**src/rtl/can_bit_destuff.sv**
```systemverilog
// CAN receive bit destuffer: removes stuff bits, counts them per frame, flags rule violations.
// Optional macro CAN_STUFF_ERR_EN builds the stuff-error check and the ERROR state.
module can_bit_destuff #(
    parameter int STUFF_LIMIT = 5
) (
    input  logic       clk,
    input  logic       rst_n,
    input  logic       sample_point,
    input  logic       sampled_bit,
    input  logic       destuff_en,
    output logic       rx_bit,
    output logic       rx_bit_valid,
    output logic       remove_stuff_bit,
    output logic       stuff_err,
    output logic [7:0] stuff_cnt
);

    typedef enum logic [1:0] {
        IDLE      = 2'd0,
        COUNT     = 2'd1,
        STUFF_EXP = 2'd2
`ifdef CAN_STUFF_ERR_EN
        ,
        ERROR     = 2'd3
`endif
    } state_t;

    localparam logic [2:0] LIMIT = 3'(STUFF_LIMIT);

    state_t     r_state;
    logic [2:0] r_run_len;
    logic       r_last_bit;
    logic       r_rx_bit;
    logic       r_rx_bit_valid;
    logic       r_remove_stuff_bit;
    logic [7:0] r_stuff_cnt;

    logic       w_same;
    logic [2:0] w_run_next;

    assign w_same     = (sampled_bit == r_last_bit);
    assign w_run_next = w_same ? r_run_len + 3'd1 : 3'd1;

`ifdef CAN_STUFF_ERR_EN
    logic r_stuff_err;
    assign stuff_err = r_stuff_err;
`else
    assign stuff_err = 1'b0;
`endif

    // NOTE: all state is updated with non-blocking assignments so every branch reads pre-edge values.
    always_ff @(posedge clk or negedge rst_n) begin
        if (!rst_n) begin
            r_state            <= IDLE;
            r_run_len          <= 3'd0;
            r_last_bit         <= 1'b1;
            r_rx_bit           <= 1'b1;
            r_rx_bit_valid     <= 1'b0;
            r_remove_stuff_bit <= 1'b0;
            r_stuff_cnt        <= 8'd0;
`ifdef CAN_STUFF_ERR_EN
            r_stuff_err        <= 1'b0;
`endif
        end else begin
            r_rx_bit_valid     <= 1'b0;
            r_remove_stuff_bit <= 1'b0;
`ifdef CAN_STUFF_ERR_EN
            r_stuff_err        <= 1'b0;
`endif
            case (r_state)
                IDLE: begin
                    if (sample_point && destuff_en) begin
                        r_run_len      <= 3'd1;
                        r_last_bit     <= sampled_bit;
                        r_stuff_cnt    <= 8'd0;
                        r_rx_bit       <= sampled_bit;
                        r_rx_bit_valid <= 1'b1;
                        r_state        <= COUNT;
                    end
                end
                COUNT: begin
                    if (!destuff_en) begin
                        r_state   <= IDLE;
                        r_run_len <= 3'd0;
                    end else if (sample_point) begin
                        r_run_len      <= w_run_next;
                        r_last_bit     <= sampled_bit;
                        r_rx_bit       <= sampled_bit;
                        r_rx_bit_valid <= 1'b1;
                        if (w_run_next == LIMIT) r_state <= STUFF_EXP;
                    end
                end
                STUFF_EXP: begin
                    // Evaluated even after destuff_en falls: the stuff bit may follow the last CRC bit.
                    if (sample_point) begin
                        r_state    <= destuff_en ? COUNT : IDLE;
                        r_run_len  <= destuff_en ? 3'd1 : 3'd0;
                        r_last_bit <= sampled_bit;
                        if (!w_same) begin
                            r_remove_stuff_bit <= 1'b1;
                            if (r_stuff_cnt != 8'hFF) r_stuff_cnt <= r_stuff_cnt + 8'd1;
                        end else begin
`ifdef CAN_STUFF_ERR_EN
                            r_stuff_err <= 1'b1;
                            r_state     <= ERROR;
`else
                            r_rx_bit       <= sampled_bit;
                            r_rx_bit_valid <= 1'b1;
`endif
                        end
                    end
                end
`ifdef CAN_STUFF_ERR_EN
                ERROR: begin
                    if (!destuff_en) begin
                        r_state   <= IDLE;
                        r_run_len <= 3'd0;
                    end
                end
`endif
                default: r_state <= IDLE;
            endcase
        end
    end

    assign rx_bit           = r_rx_bit;
    assign rx_bit_valid     = r_rx_bit_valid;
    assign remove_stuff_bit = r_remove_stuff_bit;
    assign stuff_cnt        = r_stuff_cnt;

endmodule

```
**config.mk**
```make
export PLATFORM = sky130hd
export DESIGN_NAME = can_bit_destuff
export DESIGN_NICKNAME = d
export VERILOG_FILES = /design/src/rtl/can_bit_destuff.sv
export SDC_FILE = /design/constraint.sdc
export NUM_CORES = 1
export LEC_CHECK = 0
export BUFFER_PORTS_ARGS = -buffer_cell sky130_fd_sc_hd__buf_2
export CORE_MARGIN = 8
export CORE_UTILIZATION = 54
export CTS_CLUSTER_DIAMETER = 60
export CTS_CLUSTER_SIZE = 14
export DETAILED_ROUTE_END_ITERATION = 12
export PLACE_DENSITY = 0.78
export SETUP_SLACK_MARGIN = 0.3
export SYNTH_ARGS = -nofsm -noshare
export SYNTH_HDL_FRONTEND = slang
export SYNTH_SLANG_ARGS = --single-unit
```
**constraint.sdc**
```tcl
create_clock -name clk -period 2.4 [get_ports clk]
set_input_delay 0.12 -clock clk [delete_from_list [all_inputs] [get_ports clk]]
set_output_delay 0.12 -clock clk [all_outputs]
set_load 0.03 [all_outputs]
```
==> out/qor.csv, run 1 <==
stage,metric,value,unit
worst_setup_path,Critical-path top delay cell,sky130_fd_sc_hd__dfrtp_1,
timing,post-layout minimum cycle time,1.91,ns
power_and_ir_drop,highest ir drop seen on vdd,0.460,mV
routing,Post-route DRC,0,
floorplanning,total die area,3790,µm²
yosys,"Seq/Total Area, Yosys",38.1,%
worst_setup_path,data arrival at the endpoint of the critical path,2.08,ns
timing,total negative slack for setup checks,0,ns
yosys,synthesized netlist cell count,123,
routing,via count normalized by instance count,5.80,
clocking,register clock-pin slew on the reported worst setup and hold paths,0.10,ns
placement,post-detailed-placement half-perimeter wirelength,1700,µm
timing,highest achievable clock rate,523,MHz
timing,number of slew-limit violations in the final report,0,
worst_setup_path,startpoint kind of the worst setup timing path,flop,
worst_setup_path,WP buf/inv,1,
global_route,total gr overflow,0,
timing,final worst path period share,79.6,%
placement,I/O Buffers,15,
routing,total routed wirelength,2330,µm
yosys,top post-synthesis cells by area,"sky130_fd_sc_hd__dfrtp_1 33%, sky130_fd_sc_hd__ha_1 7.8%, sky130_fd_sc_hd__dfstp_2 4.7%",
worst_setup_path,R2R setup slack,0.49,ns
clocking,H-tree depth,1,
placement,pre-CTS setup slack,0.249,ns
timing,worst hold slack,0.110,ns
timing,final setup vio count,0,
timing,count of final hold-check violations,0,
worst_setup_path,CP Cell Sequence,inv_1 -> ha_1 -> a21boi_1 -> nor2_1 -> o211ai_1 -> mux2_2,
yosys,Main synth FF type,sky130_fd_sc_hd__dfrtp_1,
global_route,largest net degree at the start of global routing,18,
yosys,biggest area consumer among synthesized cells,sky130_fd_sc_hd__dfrtp_1,
yosys,yosys synthesis warning count,0,
yosys,Post-synth EDFFs,0,
worst_setup_path,classification of the worst setup path,reg2reg,
floorplanning,horizontal die dimension,61.6,µm
global_route,combined global-route utilization of all metal layers,13.7,%
layout,Final nets,154,
floorplanning,initial core utilization,57.2,%
power_and_ir_drop,power consumption,0.000961,W
floorplanning,number of primary I/O pins,17,
routing,per-cell routed wire length,13.9,µm
routing,antenna-violating nets left,0,
yosys,syn nets,135,
layout,number of diodes,0,
layout,area growth from synthesis to layout,13.7,%
yosys,count of cell types in the netlist,39,
yosys,mapped cell area,1120,µm²
worst_setup_path,Worst Path Max Fanout,7,
global_route,global-route wire length before repair,3930,µm
timing,clock skew,0.00434,ns
global_route,number of global-route vias before repair,907,
timing,final setup margin,0.490,ns
worst_setup_path,longest individual stage delay on the worst path,0.44,ns
yosys,average size of a mapped cell,9.12,µm²
run,max-cap violations,0,
yosys,leading cell types by count after synthesis,"15 x sky130_fd_sc_hd__dfrtp_1, 12 x sky130_fd_sc_hd__nand2_1, 10 x sky130_fd_sc_hd__a21oi_1",
routing,via count,974,
layout,fraction of layout instances using a drive strength above 1,24.1,%
layout,fill cell count,187,
routing,initial detailed-routing violation count,47,
clocking,Longest Clk Path Bufs,2,
min_path,worst min path class,in2reg,
clocking,CTS tree,yes,
worst_setup_path,required time at the worst-slack endpoint,2.57,ns
power_and_ir_drop,power per standard cell area,753,nW/µm²
yosys,#FFs+latches synth,17,
clocking,worst skew pair latency,0.28,ns
clocking,TritonCTS buffer count,3,
yosys,share of Yosys cell area claimed by the top area cell type,33.4,%
floorplanning,Die Span Y,61.6,µm
global_route,initial antenna violation count,0,
run_status,result of the run,"complete, no violations",
floorplanning,number of placement rows,16,
floorplanning,area of the core,1960,µm²
timing,setup repair after global routing missed its margin,no,
yosys,proportion of synthesized flip-flops having asynchronous set or reset,100,%
yosys,leading cell type by number of instances after synthesis,sky130_fd_sc_hd__dfrtp_1,
worst_setup_path,Worst Setup End Kind,flop,
placement,Final Wtd Congestion,0.896,
clocking,cell at the root of the clock tree,sky130_fd_sc_hd__clkbuf_4,
routing,drt pass-1 iters,4,
worst_setup_path,Crit path max-delay family,compound AO/OA/AOI/OAI gates,
clocking,clk sink count,17,
power_and_ir_drop,Static Leakage,0.597,nW
[repair_timing]
| item | CTS | global route |
|---|---|---|
| hold endpoints to repair | 15 | 0 |
| pin swaps | 0 | 0 |
| resized for setup | 0 | 2 |
| buffers inserted | 2 | 0 |
| hold buffers | 1 | 0 |
| setup endpoints to repair | 4 | 2 |
[cell families (layout without fill, tap and decap cells)]
logic type / after synthesis / after routing / share of synthesized area, %
AOI/OAI and AO/OA: 35 / 35 / 22.3
xor gates and xnor gates: 2 / 2 / 2.23
adders and majority gates: 7 / 7 / 7.80
buffers and inverters: 11 / 29 / 5.02
DFF: 17 / 17 / 38.1
muxes: 3 / 3 / 3.01
other: 1 / 1 / 0.334
and+or+nand+nor: 47 / 47 / 21.2
[area by class of cell]
type                            count  area (µm²)  share of cell area [%]
Sequential cell                    17         428                    33.5
Tap cell                           27        33.8                    2.65
Multi-Input combinational cell     95         646                    50.6
Clock buffer                        4        26.3                    2.06
Timing Repair Buffer               19         120                    9.41
Inverter                            6        22.5                    1.76
[sequential cells by signal, summed over array words and instances (netlist names)]
signal            cells
stuff_cnt             8
r_run_len             3
r_state               2
r_last_bit            1
remove_stuff_bit      1
rx_bit                1
rx_bit_valid          1
[worst min-delay path: stages]
cell and delay [ns]:
sky130_fd_sc_hd__buf_2 0.14, sky130_fd_sc_hd__nand2_1 0.07, sky130_fd_sc_hd__nor2_1 0.03
[power by group]
group | total, W | switching, W | internal (W)
Clock | 0.000151 | 0.0000860 | 0.0000645
Combinational | 0.000431 | 0.000245 | 0.000186
Sequential | 0.000380 | 0.0000416 | 0.000339
[routing by layer]
| metal | vias to the layer above | wire, µm | GRT usage, % |
|---|---|---|---|
| li1 | 487 | - | - |
| met1 | 463 | 988 | 16.6 |
| met2 | 22 | 1180 | 22.7 |
| met3 | 2 | 142 | 2.71 |
| met4 | 0 | 18 | 5.84 |
| met5 | - | 0 | 0 |
[through the flow]
stage / utilization, % / std cells / area, µm²
5_1_grt: 65.1 / 168 / 1280
3_5_place_dp: 61.4 / 161 / 1200
2_1_floorplan: - / 123 / 1120
3_3_place_gp: 61.4 / 161 / 1200
6_report: 65.1 / 168 / 1280
4_1_cts: 64.7 / 168 / 1270
[cell usage in the layout, fill, tap and decap left out, drive strengths merged, types with 2 or more instances in the layout]
master	n
buf	18
dfrtp	15
nand2	12
a21oi	12
nor2	8
nand3	8
ha	7
inv	6
o21ai	5
nand4	4
clkbuf	4
mux2	3
and3	3
nand2b	3
o31ai	3
nor2b	2
nor4	2
a31oi	2
or2	2
a21o	2
a41oi	2
dfstp	2
xnor2	2
a221oi	2
[final timing paths]
path                         startpoint          endpoint  depth (start not counted)
max                          r_state[1]        r_state[0]                          6
min                        sample_point  remove_stuff_bit                          3
max reg2reg                  r_state[1]        r_state[0]                          6
min reg2reg                r_run_len[1]      r_run_len[1]                          2
max in group asynchronous         rst_n            rx_bit                          2
min in group asynchronous         rst_n      stuff_cnt[3]                          2
No activity file was read; power rests on OpenSTA's default activity.
==> run 2, diff against run 1 <==
Clock period 2.4 ns to 1.8 ns, I/O delays scaled along.
==> run 2 against run 1 <==
The flow now finishes with violations (negative setup slack). Sequential share of layout area shrank 8.3 points. Clock power grew 54%. Global-route usage rose by 6.8 points. Hold slack lost 0.011 ns.
==> out/qor.csv, run 2 (synthesized netlist as in run 1, its figures left out) <==
stage,metric,value,unit,change
routing,antenna-violating nets left,0,,unchanged
floorplanning,number of primary I/O pins,17,,unchanged
clocking,TritonCTS buffer count,3,,unchanged
worst_setup_path,required time at the worst-slack endpoint,2.02,ns,-0.55 ns
worst_setup_path,data arrival at the endpoint of the critical path,2.02,ns,-0.06 ns
floorplanning,Die Span Y,61.6,µm,unchanged
timing,final setup vio count,1,,+1
routing,via count,1310,,+34%
clocking,register clock-pin slew on the reported worst setup and hold paths,0.12,ns,+0.02 ns
floorplanning,number of placement rows,16,,unchanged
global_route,largest net degree at the start of global routing,18,,unchanged
layout,Final nets,171,,+11%
global_route,total gr overflow,0,,unchanged
layout,fraction of layout instances using a drive strength above 1,53.8,%,+30 points
run_status,violated checks,negative setup slack,,
worst_setup_path,Reg2Reg Depth,6,,unchanged
power_and_ir_drop,power per standard cell area,1160,nW/µm²,+53%
routing,Post-route DRC,0,,unchanged
min_path,number of cells traversed by the worst hold path,3,,unchanged
global_route,combined global-route utilization of all metal layers,20.5,%,+6.8 points
layout,max FFs per register,8,,unchanged
run,max-cap violations,0,,unchanged
global_route,initial antenna violation count,0,,unchanged
clocking,CTS tree,yes,,
timing,final worst path period share,100,%,+21 points
routing,drt pass-1 iters,5,,+1
floorplanning,total die area,3790,µm²,unchanged
power_and_ir_drop,highest ir drop seen on vdd,1.02,mV,+120%
layout,number of diodes,0,,unchanged
power_and_ir_drop,Static Leakage,0.752,nW,+26%
run_status,result of the run,finished with violations,,
routing,initial detailed-routing violation count,140,,+200%
clocking,worst skew pair latency,0.31,ns,+0.03 ns
layout,share of the core filled with cells,87.4,%,+22 points
min_path,worst min path class,in2reg,,
worst_setup_path,Worst Setup End Kind,flop,,
timing,count of final hold-check violations,0,,unchanged
routing,via count normalized by instance count,7.08,,+22%
floorplanning,horizontal die dimension,61.6,µm,unchanged
power_and_ir_drop,power consumption,0.00198,W,+110%
placement,Inst Count DP,162,,+0.62%
timing,number of slew-limit violations in the final report,0,,unchanged
placement,I/O Buffers,15,,unchanged
floorplanning,initial core utilization,57.2,%,unchanged
clocking,cell at the root of the clock tree,sky130_fd_sc_hd__clkbuf_4,,
timing,final setup margin,-0.00306,ns,-0.493 ns
placement,Final Wtd Congestion,0.813,,-9.2%
layout,"leading cell type in the layout, fill and taps excluded",sky130_fd_sc_hd__buf_2,,
worst_setup_path,Worst Path Max Fanout,6,,-1
routing,per-cell routed wire length,24.7,µm,+78%
layout,area growth from synthesis to layout,52.8,%,
timing,highest achievable clock rate,555,MHz,+6.0%
timing,setup repair after global routing missed its margin,yes,,
placement,post-detailed-placement half-perimeter wirelength,1880,µm,+11%
worst_setup_path,startpoint kind of the worst setup timing path,flop,,
layout,highest-count cells in the layout ignoring fill and taps,"15 x sky130_fd_sc_hd__buf_2, 11 x sky130_fd_sc_hd__nand2_1, 11 x sky130_fd_sc_hd__dfrtp_1",,
layout,final cell count without fillers,185,,+10%
clocking,clk sink count,17,,unchanged
routing,total routed wirelength,4560,µm,+95%
timing,clock skew,0.00198,ns,-0.00236 ns
floorplanning,area of the core,1960,µm²,unchanged
worst_setup_path,classification of the worst setup path,reg2reg,,
clocking,H-tree depth,1,,unchanged
clocking,Longest Clk Path Bufs,2,,unchanged
global_route,global-route wire length before repair,5710,µm,+45%
timing,post-layout minimum cycle time,1.80,ns,-0.107 ns
global_route,number of global-route vias before repair,1179,,+30%
-- run 2: layout make-up --
| class | count | area, µm² |
|---|---|---|
| clock buffer | 3 | 22.5 |
| clock inverter | 1 | 5.00 |
| fill | 88 | 246 |
| inverter | 6 | 27.5 |
| multi-input combinational | 95 | 875 |
| sequential | 17 | 433 |
| tap | 27 | 33.8 |
| timing repair buffer | 36 | 319 |
-- run 2: path summary, 6_finish.rpt --
check,startpoint,end,slack [ns]
worst max-delay path,r_state[0],r_run_len[2],-0.003
worst min-delay path,sampled_bit,rx_bit,0.1
worst max register to register,r_state[0],r_run_len[2],-0.003
worst min register to register,rx_bit,rx_bit,0.54
max in group asynchronous,rst_n,rx_bit,1.25
min in group asynchronous,rst_n,stuff_cnt[7],0.22
-- run 2: critical path, stage by stage (launching register included) --
cell,delay [ns]
sky130_fd_sc_hd__dfrtp_2,0.46
sky130_fd_sc_hd__buf_6,0.14
sky130_fd_sc_hd__ha_4,0.18
sky130_fd_sc_hd__a21o_1,0.18
sky130_fd_sc_hd__a211o_1,0.35
sky130_fd_sc_hd__o21bai_1,0.22
sky130_fd_sc_hd__a21o_1,0.18
-- run 2: per-stage QoR --
stage	hold slack (ns)	setup TNS [ns]	setup slack, ns	cell area (µm²)
finish	0.0996	-0.00306	-0.00306	1720
floorplan	-0.206	0	0.189	1210
global route	0.107	-0.0179	-0.0121	1720
global placement	0.0347	0	0.156	1310
detailed placement	0.0375	0	0.0698	1310
CTS	0.106	0	0.120	1610
-- run 2: routing by layer --
layer	GRT usage (%)	vias up	part of all wire [%]
met5	0	-	0
li1	-	525	-
met4	8.77	0	5.3
met2	36.0	111	49
met3	3.55	33	8.4
met1	23.5	641	37
-- run 2: timing repair --
| action | 4_1_cts | 5_1_grt |
|---|---|---|
| pin swaps | 12 | 8 |
| setup endpoints to repair | 14 | 16 |
| cloned | 1 | 0 |
| hold buffers | 1 | 0 |
| hold endpoints to repair | 15 | 0 |
| resized for setup | 26 | 13 |
| buffers inserted | 14 | 3 |
-- run 2: power breakdown --
group          leakage (nW)  switching (W)  internal (W)
Sequential            0.219      0.0000704      0.000454
Clock                0.0177       0.000149     0.0000833
Combinational         0.515       0.000596      0.000629
Total                 0.752       0.000815       0.00117
